## src/rtl/mii_mac_tx_pkg.sv

```systemverilog
`default_nettype none
// +----------------------------------------------------------------------+
// | mii_pkg : shared types and constants for the MII MAC transmitter     |
// | Rev 1.0 : initial release                                            |
// +----------------------------------------------------------------------+
package mii_pkg;

  typedef enum logic [2:0] {
    ST_IDLE     = 3'd0,
    ST_PREAMBLE = 3'd1,
    ST_PAYLOAD  = 3'd2,
    ST_PAD      = 3'd3,
    ST_FCS      = 3'd4,
    ST_DRAIN    = 3'd5,
    ST_IFG      = 3'd6
  } tx_state_t;

  localparam logic [3:0]  MII_PREAMBLE_NIB = 4'h5;
  localparam logic [3:0]  MII_SFD_NIB      = 4'hD;
  localparam logic [31:0] CRC32_POLY       = 32'hEDB88320;
  localparam logic [31:0] CRC32_INIT       = 32'hFFFFFFFF;

endpackage
`default_nettype wire

```

## src/rtl/mii_mac_tx_if.sv

```systemverilog
`default_nettype none
// +----------------------------------------------------------------------+
// | mii_mac_tx_if : 8-bit AXI-stream payload channel into the MII MAC TX |
// | Rev 1.0 : initial release                                            |
// +----------------------------------------------------------------------+
interface mii_mac_tx_if;
  logic [7:0] tdata;
  logic       tvalid;
  logic       tready;
  logic       tlast;
  logic       tuser;

  modport master (output tdata, output tvalid, output tlast, output tuser, input tready);
  modport slave  (input tdata, input tvalid, input tlast, input tuser, output tready);
endinterface
`default_nettype wire

```

## src/rtl/mii_mac_tx_crc32_byte.sv

```systemverilog
`default_nettype none
// +----------------------------------------------------------------------+
// | crc32_byte : combinational reflected CRC-32 update for one byte      |
// | Rev 1.0 : initial release                                            |
// +----------------------------------------------------------------------+
module crc32_byte
  import mii_pkg::*;
(
  input  logic [31:0] crc_in,
  input  logic [7:0]  data,
  output logic [31:0] crc_out
);

  logic [31:0] w_crc;

  always_comb begin
    w_crc = crc_in ^ {24'd0, data};
    for (int i = 0; i < 8; i++) begin
      w_crc = w_crc[0] ? ((w_crc >> 1) ^ CRC32_POLY) : (w_crc >> 1);
    end
    crc_out = w_crc;
  end

endmodule
`default_nettype wire

```

## src/rtl/mii_mac_tx.sv

```systemverilog
`default_nettype none
// +----------------------------------------------------------------------+
// | mii_mac_tx : AXI-stream to MII transmitter (preamble, pad, FCS, IFG) |
// | Rev 1.0 : initial release                                            |
// +----------------------------------------------------------------------+
module mii_mac_tx
  import mii_pkg::*;
#(
  parameter bit ENABLE_PADDING   = 1'b1,
  parameter int MIN_FRAME_LENGTH = 64,
  parameter int IFG_NIBBLES      = 24
) (
  input  logic         clk,
  input  logic         rst_n,
  mii_mac_tx_if.slave  s_axis,
  output logic [3:0]   mii_txd,
  output logic         mii_tx_en,
  output logic         mii_tx_er,
  output logic         start_packet,
  output logic         error_underflow
);

  localparam logic [15:0] PAD_BYTES = 16'(MIN_FRAME_LENGTH - 4);
  localparam logic [15:0] IFG_LAST  = 16'(IFG_NIBBLES - 1);

  tx_state_t   r_state;
  logic [7:0]  r_data;
  logic        r_user;
  logic        r_last;
  logic        r_phase;
  logic [3:0]  r_nib;
  logic [15:0] r_cnt;
  logic [15:0] r_ifg;
  logic [31:0] r_crc;
  logic [3:0]  r_txd;
  logic        r_tx_en;
  logic        r_tx_er;
  logic        r_tready;
  logic        r_start;
  logic        r_underflow;

  logic [31:0] w_crc_next;
  logic        w_accept;

  assign w_accept = s_axis.tvalid && r_tready;

  // Pad bytes reuse the payload path with r_data forced to zero
  crc32_byte u_crc (
    .crc_in  (r_crc),
    .data    (r_data),
    .crc_out (w_crc_next)
  );

  always_ff @(posedge clk or negedge rst_n) begin
    if (!rst_n) begin
      r_state     <= ST_IDLE;
      r_data      <= 8'd0;
      r_user      <= 1'b0;
      r_last      <= 1'b0;
      r_phase     <= 1'b0;
      r_nib       <= 4'd0;
      r_cnt       <= 16'd0;
      r_ifg       <= 16'd0;
      r_crc       <= CRC32_INIT;
      r_txd       <= 4'd0;
      r_tx_en     <= 1'b0;
      r_tx_er     <= 1'b0;
      r_tready    <= 1'b0;
      r_start     <= 1'b0;
      r_underflow <= 1'b0;
    end else begin
      r_start     <= 1'b0;
      r_underflow <= 1'b0;
      case (r_state)
        ST_IDLE: begin
          r_tready <= 1'b1;
          if (w_accept) begin
            r_data   <= s_axis.tdata;
            r_user   <= s_axis.tuser;
            r_last   <= s_axis.tlast;
            r_crc    <= CRC32_INIT;
            r_cnt    <= 16'd0;
            r_nib    <= 4'd0;
            r_tready <= 1'b0;
            r_txd    <= MII_PREAMBLE_NIB;
            r_tx_en  <= 1'b1;
            r_tx_er  <= 1'b0;
            r_start  <= 1'b1;
            r_state  <= ST_PREAMBLE;
          end
        end

        ST_PREAMBLE: begin
          r_nib <= r_nib + 4'd1;
          if (r_nib == 4'd14) begin
            r_txd <= MII_SFD_NIB;
          end else if (r_nib == 4'd15) begin
            r_txd   <= r_data[3:0];
            r_tx_er <= r_user;
            r_phase <= 1'b0;
            r_state <= ST_PAYLOAD;
          end else begin
            r_txd <= MII_PREAMBLE_NIB;
          end
        end

        ST_PAYLOAD, ST_PAD: begin
          if (!r_phase) begin
            r_crc    <= w_crc_next;
            r_cnt    <= (r_cnt == 16'hFFFF) ? r_cnt : r_cnt + 16'd1;
            r_txd    <= r_data[7:4];
            r_phase  <= 1'b1;
            r_tready <= (r_state == ST_PAYLOAD) && !r_last;
          end else begin
            r_tready <= 1'b0;
            r_phase  <= 1'b0;
            if (r_state == ST_PAYLOAD && !r_last) begin
              if (w_accept) begin
                r_data  <= s_axis.tdata;
                r_user  <= s_axis.tuser;
                r_last  <= s_axis.tlast;
                r_txd   <= s_axis.tdata[3:0];
                r_tx_er <= s_axis.tuser;
              end else begin
                // Underrun: one errored nibble with tx_en still high, then drain
                r_underflow <= 1'b1;
                r_txd       <= 4'd0;
                r_tx_er     <= 1'b1;
                r_tready    <= 1'b1;
                r_state     <= ST_DRAIN;
              end
            end else if (ENABLE_PADDING && (r_cnt < PAD_BYTES)) begin
              r_data  <= 8'd0;
              r_user  <= 1'b0;
              r_txd   <= 4'd0;
              r_tx_er <= 1'b0;
              r_state <= ST_PAD;
            end else begin
              r_nib   <= 4'd0;
              r_txd   <= ~r_crc[3:0];
              r_tx_er <= 1'b0;
              r_state <= ST_FCS;
            end
          end
        end

        ST_FCS: begin
          if (r_nib == 4'd7) begin
            r_tx_en <= 1'b0;
            r_txd   <= 4'd0;
            r_ifg   <= 16'd0;
            r_state <= ST_IFG;
          end else begin
            r_nib <= r_nib + 4'd1;
            r_txd <= ~r_crc[{r_nib[2:0] + 3'd1, 2'b00} +: 4];
          end
        end

        ST_DRAIN: begin
          r_tx_en <= 1'b0;
          r_tx_er <= 1'b0;
          r_txd   <= 4'd0;
          if (w_accept && s_axis.tlast) begin
            r_tready <= 1'b0;
            r_ifg    <= 16'd0;
            r_state  <= ST_IFG;
          end
        end

        ST_IFG: begin
          if (r_ifg == IFG_LAST) begin
            r_tready <= 1'b1;
            r_state  <= ST_IDLE;
          end else begin
            r_ifg <= r_ifg + 16'd1;
          end
        end

        default: r_state <= ST_IDLE;
      endcase
    end
  end

  assign s_axis.tready   = r_tready;
  assign mii_txd         = r_txd;
  assign mii_tx_en       = r_tx_en;
  assign mii_tx_er       = r_tx_er;
  assign start_packet    = r_start;
  assign error_underflow = r_underflow;

endmodule
`default_nettype wire

```

## src/flat_wrapper.sv

```systemverilog
// flat-port wrapper written by rule: the top's interface ports become plain ports
module mii_mac_tx_flat import mii_pkg::*;
#(
  parameter bit ENABLE_PADDING   = 1'b1,
  parameter int MIN_FRAME_LENGTH = 64,
  parameter int IFG_NIBBLES      = 24
)
  (clk, rst_n, mii_txd, mii_tx_en, mii_tx_er, start_packet, error_underflow, s_axis_tdata, s_axis_tvalid, s_axis_tlast, s_axis_tuser, s_axis_tready);
  mii_mac_tx_if s_axis_i ();
  input  logic clk;
  input  logic rst_n;
  output logic [3:0] mii_txd;
  output logic mii_tx_en;
  output logic mii_tx_er;
  output logic start_packet;
  output logic error_underflow;
  input wire logic [$bits(s_axis_i.tdata)-1:0] s_axis_tdata;
  input wire logic [$bits(s_axis_i.tvalid)-1:0] s_axis_tvalid;
  input wire logic [$bits(s_axis_i.tlast)-1:0] s_axis_tlast;
  input wire logic [$bits(s_axis_i.tuser)-1:0] s_axis_tuser;
  output wire logic [$bits(s_axis_i.tready)-1:0] s_axis_tready;
  assign s_axis_i.tdata = s_axis_tdata;
  assign s_axis_i.tvalid = s_axis_tvalid;
  assign s_axis_i.tlast = s_axis_tlast;
  assign s_axis_i.tuser = s_axis_tuser;
  assign s_axis_tready = s_axis_i.tready;
  mii_mac_tx #(.ENABLE_PADDING(ENABLE_PADDING), .MIN_FRAME_LENGTH(MIN_FRAME_LENGTH), .IFG_NIBBLES(IFG_NIBBLES)) u_core (.clk(clk), .rst_n(rst_n), .s_axis(s_axis_i), .mii_txd(mii_txd), .mii_tx_en(mii_tx_en), .mii_tx_er(mii_tx_er), .start_packet(start_packet), .error_underflow(error_underflow));
endmodule
```

## config.mk

```make
export PLATFORM = sky130hd
export DESIGN_NAME = mii_mac_tx_flat
export DESIGN_NICKNAME = d
export VERILOG_FILES = /design/src/rtl/mii_mac_tx_pkg.sv /design/src/rtl/mii_mac_tx_if.sv /design/src/rtl/mii_mac_tx_crc32_byte.sv /design/src/rtl/mii_mac_tx.sv /design/src/flat_wrapper.sv
export SDC_FILE = /design/constraint.sdc
export NUM_CORES = 1
export LEC_CHECK = 0
export ABC_CLOCK_PERIOD_IN_PS = 5370
export CAP_MARGIN = 0
export CORE_ASPECT_RATIO = 0.5
export CORE_UTILIZATION = 40
export DETAILED_ROUTE_END_ITERATION = 12
export PLACE_DENSITY = 0.6
export REMOVE_ABC_BUFFERS = 1
export SLEW_MARGIN = 15
export SYNTH_ARGS = -nofsm -noshare
export SYNTH_HDL_FRONTEND = slang
export SYNTH_SLANG_ARGS = --single-unit
```

## constraint.sdc

```tcl
create_clock -name clk -period 5.37 [get_ports clk]
set_clock_uncertainty 0.05 [all_clocks]
set_input_delay 0.537 -clock clk [delete_from_list [all_inputs] [get_ports clk]]
set_output_delay 0.537 -clock clk [all_outputs]
set_load 0.05 [all_outputs]
```

==> qor.yml, run 1 <==
final_cells: 770
synthCells: 569
grt_first_pass_wirelength_microns: 22300
fin_setup_tns_ns: 0
fin_ws_ns: 2.46
setup_viol: 0
holdWs_ns: 0.174
status: "completed"
dpl_cell_area_sq_um: 5920
cts_setup_buffers: 0
tightest_slew_ns: 0.999
swShare_pct: 41.7
syn_area_sq_um: 5550
syn_to_final_growth_pct: 12.7
drive_gt1_share_pct: 14.4
max_freq_mhz: 344
placedCellCount: 754
p_leak_nw: 2.42
core_area_sq_um: 13100
start_kind: "flop"
initial_core_util_pct: 42.4
final_cell_area_sq_um: 6250
final_util_pct: 47.7
cts_num_sinks: 91
grt_usage_pct: 19.8
p_sw_mw: 1.76
synth_most_common_cell: "nor2_1"
nFillCells: 1222
grt_overflow: 0
cts_root_buffer: "clkbuf_16"
hold_class: "input pin to async pin"
synthTopCellsByArea: "dfrtp_1 27%, dfstp_2 15%, xnor2_1 7.1%, nor2_1 4.5%, a21oi_1 4.5%"
fp.dieArea_sq_um: 14400
die_y_microns: 85.3
synth.avg_cell_area_sq_um: 9.75
grt_max_degree: 53
portBuffers: 21
pwr-share-clk_pct: 16.5
firstDrtPassIters: 4
synthFlopType: "dfrtp_1"
async_reset_ff_share_pct: 100
ys_seq_area_share_pct: 41.8
endpoint_kind: "flop"
ys_ff_latch: 91
ff_latch_area_sq_um: 2320
diodes: 0
comb_power_share_pct: 52.4
synth_edf_count: 0
routed_wl_microns: 13100
p_seq_share_pct: 31.1
first_global_vias: 4120
die_w_microns: 169
peakVddDrop_mv: 0.315
path_max_fanout: 12
clkTransAtPathRegs_ns: 0.07
drtIter0Drc: 350
fin_crit_ns: 2.91
vias_per_cell: 5.66
fin_nets: 596
critical_path_arrival_ns: 3.13
h-tree-depth: 3
cts_buffers: 9
hpwl_microns: 9070
via_count: 4356
power.total_mw: 4.22
synth_commonest_cells: "67 x nor2_1, 59 x dfrtp_1, 50 x a21oi_1, 45 x xnor2_1, 37 x o21ai_0"
placementRows: 29
multi_input_area_sq_um: 3110
cap_viol_max_count: 0
io_pins: 22
synth_largest_area_cell: "dfrtp_1"
finalMaxSlewViolations: 0
cts-hold-fix-buffers: 0
ys_types: 65
clk_latency_ns: 0.34
antenna_found_initial: 0
clockBufferDepth: 2
timing.max_slew.rel_slack_pct: 33.2
dp_slack_ns: 2.40
power_density_nw_per_um2: 676
post_cts_resize_count: 0
internal_power_mw: 2.46
fin_crit_sh_pct: 54.2
hold_viol_final: 0
drc: 0
ant_nets: 0
gp_congestion: 0.856
critPathKind: "flop to flop"
rsz0062_at_grt: "false"
worstPathRequired_ns: 5.59
yosys_warnings: 0
synth_top_area_share_pct: 26.6
wl_per_cell_microns: 17.0
cts_tree: "yes"
worst max-delay path, stage by stage (launching register included):
cell,delay (ns)
dfrtp_1,0.77
ha_1,0.44
nand3b_1,0.14
o211ai_1,0.74
nand4_1,0.20
or3_1,0.35
a21oi_1,0.14
power by group through the flow:
stage          Combinational, mW  Clock (mW)  Sequential (mW)
6_report                    2.21       0.698             1.31
5_1_grt                     2.44       0.743             1.36
4_1_cts                     2.22       0.712             1.31
3_5_place_dp                2.21           0             1.32
3_3_place_gp                2.19           0             1.32
2_1_floorplan               1.73           0             1.27
worst paths after layout:
path / start / endpoint / slack, ns / cells past startpoint
max: u_core.r_nib[0] / u_core.r_ifg[15] / 2.46 / 6
min: rst_n / u_core.r_ifg[7] / 0.17 / 1
max reg2reg: u_core.r_nib[0] / u_core.r_ifg[15] / 2.46 / 6
min reg2reg: u_core.r_crc[31] / u_core.r_crc[31] / 0.45 / 2
max in group asynchronous: rst_n / u_core.r_crc[12] / 4.09 / 2
min in group clk: u_core.r_crc[31] / u_core.r_crc[31] / 0.45 / 2
placed cells by master, fill, tap and decap left out, types with 3 or more instances in the layout:
master / count
nor2_1: 66
dfrtp_1: 59
a21oi_1: 50
xnor2_1: 45
o21ai_0: 37
nand2_1: 33
dfstp_2: 32
xor2_1: 26
clkdlybuf4s50_1: 20
nand3_1: 18
nand4_1: 14
or3_1: 10
a22o_1: 9
clkbuf_16: 9
mux4_2: 8
and2_1: 7
nor3_1: 7
nor4_1: 7
mux2i_1: 7
xnor2_2: 6
and3_1: 6
o31ai_1: 6
buf_4: 6
inv_1: 5
nand2b_1: 5
nor2b_1: 5
o211ai_1: 5
a211oi_1: 5
ha_1: 4
xor2_2: 3
mux2_2: 3
o311ai_0: 3
a2bb2oi_1: 3
and4_1: 3
o2111ai_1: 3
a2111oi_0: 3
cells by family (layout without fill, tap and decap cells):
group / after synthesis / after routing / synth area share, %
adders and majority gates: 4 / 4 / 0.902
muxes: 18 / 18 / 5.12
and+or+nand+nor: 193 / 193 / 17.2
xor gates and xnor gates: 84 / 84 / 15.7
DFF: 91 / 91 / 41.8
AOI/OAI and AO/OA: 147 / 147 / 17.1
buffers and inverters: 32 / 47 / 2.23
registers in the layout, summed over array words and instances (netlist names), 3 cells and up:
name / flops
u_core.r_data: 8
u_core.r_cnt: 16
u_core.r_ifg: 16
u_core.r_crc: 32
u_core.mii_txd: 4
u_core.r_state: 3
u_core.r_nib: 4
final cells by class:
| cell class | count | area share (%) |
|---|---|---|
| Timing Repair Buffer | 26 | 3.92 |
| Inverter | 5 | 0.300 |
| Sequential cell | 91 | 37.1 |
| Tap cell | 186 | 3.72 |
| Clock inverter | 6 | 1.40 |
| Multi-Input combinational cell | 446 | 49.7 |
| Clock buffer | 10 | 3.82 |
per-layer routing:
layer | part of all wire [%] | wire (microns) | track usage, %
met2 | 45 | 5860 | 30.2
met5 | 0 | 0 | 0
met3 | 3.7 | 488 | 4.06
met1 | 51 | 6690 | 29.3
met4 | 0.48 | 63 | 3.31
Power figures use the tool's default switching activity.
==> inputs of run 2 (changes only) <==
--- a/config.mk
+++ b/config.mk
@@ -5,12 +5,12 @@
 export SDC_FILE = /design/constraint.sdc
 export NUM_CORES = 1
 export LEC_CHECK = 0
-export ABC_CLOCK_PERIOD_IN_PS = 5370
+export ABC_CLOCK_PERIOD_IN_PS = 2500
 export CAP_MARGIN = 0
 export CORE_ASPECT_RATIO = 0.5
 export CORE_UTILIZATION = 40
 export DETAILED_ROUTE_END_ITERATION = 12
-export PLACE_DENSITY = 0.6
+export PLACE_DENSITY = 0.62
 export REMOVE_ABC_BUFFERS = 1
 export SLEW_MARGIN = 15
 export SYNTH_ARGS = -nofsm -noshare
==> constraint.sdc (replaced) <==
create_clock -name clk -period 2.5 [get_ports clk]
set_clock_uncertainty 0.05 [all_clocks]
set_input_delay 0.25 -clock clk [delete_from_list [all_inputs] [get_ports clk]]
set_output_delay 0.25 -clock clk [all_outputs]
set_load 0.05 [all_outputs]
==> qor.yml, run 2 (synthesis gave the netlist of run 1 again) <==
vias_per_cell: 5.68  # was 5.66
fp.dieArea_sq_um: 14400  # unchanged
fin_crit_ns: 2.33  # was 2.91 ns
h-tree-depth: 3  # unchanged
syn_to_final_growth_pct: 16.5  # was 12.7%
placementRows: 29  # unchanged
fin_nets: 626  # was 596
top_regs: "u_core.r_crc: 32 flops, u_core.r_cnt: 16 flops, u_core.r_ifg: 16 flops"  # unchanged
die_w_microns: 169  # unchanged
io_pins: 22  # unchanged
grt_overflow: 0  # unchanged
crit_slowest_cell: "dfrtp_1"  # unchanged
cts_num_sinks: 91  # unchanged
worstPathRequired_ns: 2.67  # was 5.59 ns
via_count: 4540  # was 4,356
antenna_found_initial: 0  # unchanged
critical_path_arrival_ns: 2.50  # was 3.13 ns
routed_wl_microns: 13700  # was 13,100 microns
holdWs_ns: 0.350  # was 0.174 ns
status: "completed"  # unchanged
rsz0062_at_grt: "false"  # unchanged
cap_viol_max_count: 0  # unchanged
cts_root_buffer: "clkbuf_16"  # unchanged
die_y_microns: 85.3  # unchanged
cts_buffers: 9  # unchanged
clkTransAtPathRegs_ns: 0.07  # about the same
pwr-share-clk_pct: 15.1  # was 16.5%
hold_viol_final: 0  # unchanged
drive_gt1_share_pct: 18.4  # was 14.4%
drc: 0  # unchanged
cp_cell_sequence: "nor2b_1 -> o21bai_1 -> a2111oi_0 -> xnor2_1 -> nor2_1"  # was ha_1 -> nand3b_1 -> o211ai_1 -> nand4_1 -> or3_1 -> a21oi_1
comb_power_share_pct: 55.7  # was 52.4%
setup_viol: 0  # unchanged
finalMaxSlewViolations: 0  # unchanged
grt_first_pass_wirelength_microns: 23300  # was 22,300 microns
timing.max_slew.rel_slack_pct: 51.9  # was 33.2%
final_cell_mix: "66 x nor2_1, 59 x dfrtp_1, 50 x a21oi_1"  # unchanged
p_seq_share_pct: 29.2  # was 31.1%
mostFrequentLayoutCell: "nor2_1"  # unchanged
grt_max_degree: 59  # was 53
firstDrtPassIters: 5  # was 4
power_density_nw_per_um2: 1440  # was 676 nW/um^2
internal_power_mw: 5.41  # was 2.46 mW
grt_usage_pct: 20.6  # was 19.8%
first_global_vias: 4391  # was 4,120
post_cts_resize_count: 0  # unchanged
clk_latency_ns: 0.35  # was 0.34 ns
critPathKind: "flop to flop"  # unchanged
endpoint_kind: "flop"  # unchanged
hpwl_microns: 9650  # was 9070 microns
swShare_pct: 41.9  # was 41.7%
gp_congestion: 0.863  # was 0.856
path_max_fanout: 14  # was 12
nFillCells: 1231  # was 1,222
portBuffers: 21  # unchanged
power.total_mw: 9.31  # was 4.22 mW
largest_register_ff_count: 32  # unchanged
ant_nets: 0  # unchanged
drtIter0Drc: 402  # was 350
start_kind: "flop"  # unchanged
wl_per_cell_microns: 17.1  # was 17.0 microns
hold_class: "input pin to async pin"  # unchanged
diodes: 0  # unchanged
largest_register: "u_core.r_crc"  # unchanged
clockBufferDepth: 2  # unchanged
tightest_slew_ns: 0.720  # was 0.999 ns
max_freq_mhz: 430  # was 344 MHz
slowest_delay_ns: 0.65  # was 0.77 ns
p_leak_nw: 2.55  # was 2.42 nW
core_area_sq_um: 13100  # unchanged
p_sw_mw: 3.90  # was 1.76 mW
cts_tree: "yes"  # unchanged
fin_crit_sh_pct: 93.1  # was 54.2%
peakVddDrop_mv: 0.633  # was 0.315 mV
initial_core_util_pct: 42.4  # unchanged
[run 2: path summary, 6_finish.rpt]
kind / start / endpoint / slack (ns) / depth (start not counted)
hold / removal: rst_n / u_core.r_ifg[9] / 0.35 / 2
setup / recovery: u_core.r_state[1] / u_core.r_cnt[13] / 0.17 / 5
min in group clk: u_core.r_crc[31] / u_core.r_crc[31] / 0.45 / 2
setup reg to reg: u_core.r_state[1] / u_core.r_cnt[13] / 0.17 / 5
max in group asynchronous: rst_n / u_core.r_crc[0] / 1.33 / 3
hold reg to reg: u_core.r_crc[31] / u_core.r_crc[31] / 0.45 / 2
[run 2: power groups by stage]
stage,Sequential [mW],Clock [mW],Combinational [mW]
after global routing,2.80,1.50,5.72
after detailed placement,2.73,0,5.17
final,2.71,1.41,5.19
after global placement,2.72,0,5.12
after CTS,2.71,1.43,5.20
after floorplan,2.73,0,3.72
[run 2: routing by layer]
layer	vias to the layer above	wire, microns	global-route usage, %
met3	11	464	3.36
li1	2146	-	-
met1	2297	6860	29.7
met2	86	6250	32.3
met4	0	127	4.88
met5	-	0	0
[run 2: area by class of cell]
| type | instances | area, sq um | area share (%) |
|---|---|---|---|
| clock buffer | 9 | 225 | 3.48 |
| clock inverter | 7 | 76.3 | 1.18 |
| inverter | 5 | 18.8 | 0.290 |
| multi-input combinational | 446 | 3110 | 48.1 |
| sequential | 91 | 2320 | 35.8 |
| tap | 186 | 233 | 3.60 |
| timing repair buffer | 56 | 485 | 7.51 |
[run 2: metrics by stage]
stage | utilization (%) | instances | setup slack [ns] | TNS (ns) | instance area, sq um
6_report | 49.4 | 800 | 0.172 | 0 | 6460
5_1_grt | 49.4 | 800 | 0.0509 | 0 | 6460
4_1_cts | 49.3 | 799 | 0.170 | 0 | 6460
3_5_place_dp | 46.9 | 782 | 0.207 | 0 | 6150
3_3_place_gp | 46.9 | 782 | 0.282 | 0 | 6150
2_1_floorplan | - | 542 | -0.0131 | -0.0131 | 5440
[run 2: worst max-delay path: cells and delay by family, from the launching register on]
| kind | cells | cell delay (ns) |
|---|---|---|
| AOI/OAI and AO/OA | 2 | 0.86 |
| xor gates and xnor gates | 1 | 0.18 |
| DFF | 1 | 0.65 |
| and+or+nand+nor | 2 | 0.45 |
[run 2: repair_timing]
| action | 4_1_cts | 5_1_grt |
|---|---|---|
| hold endpoints to repair | 28 | 0 |
| hold buffers | 1 | 0 |
| endpoints found under the setup margin | 0 | 7 |
| buffers inserted | 0 | 1 |
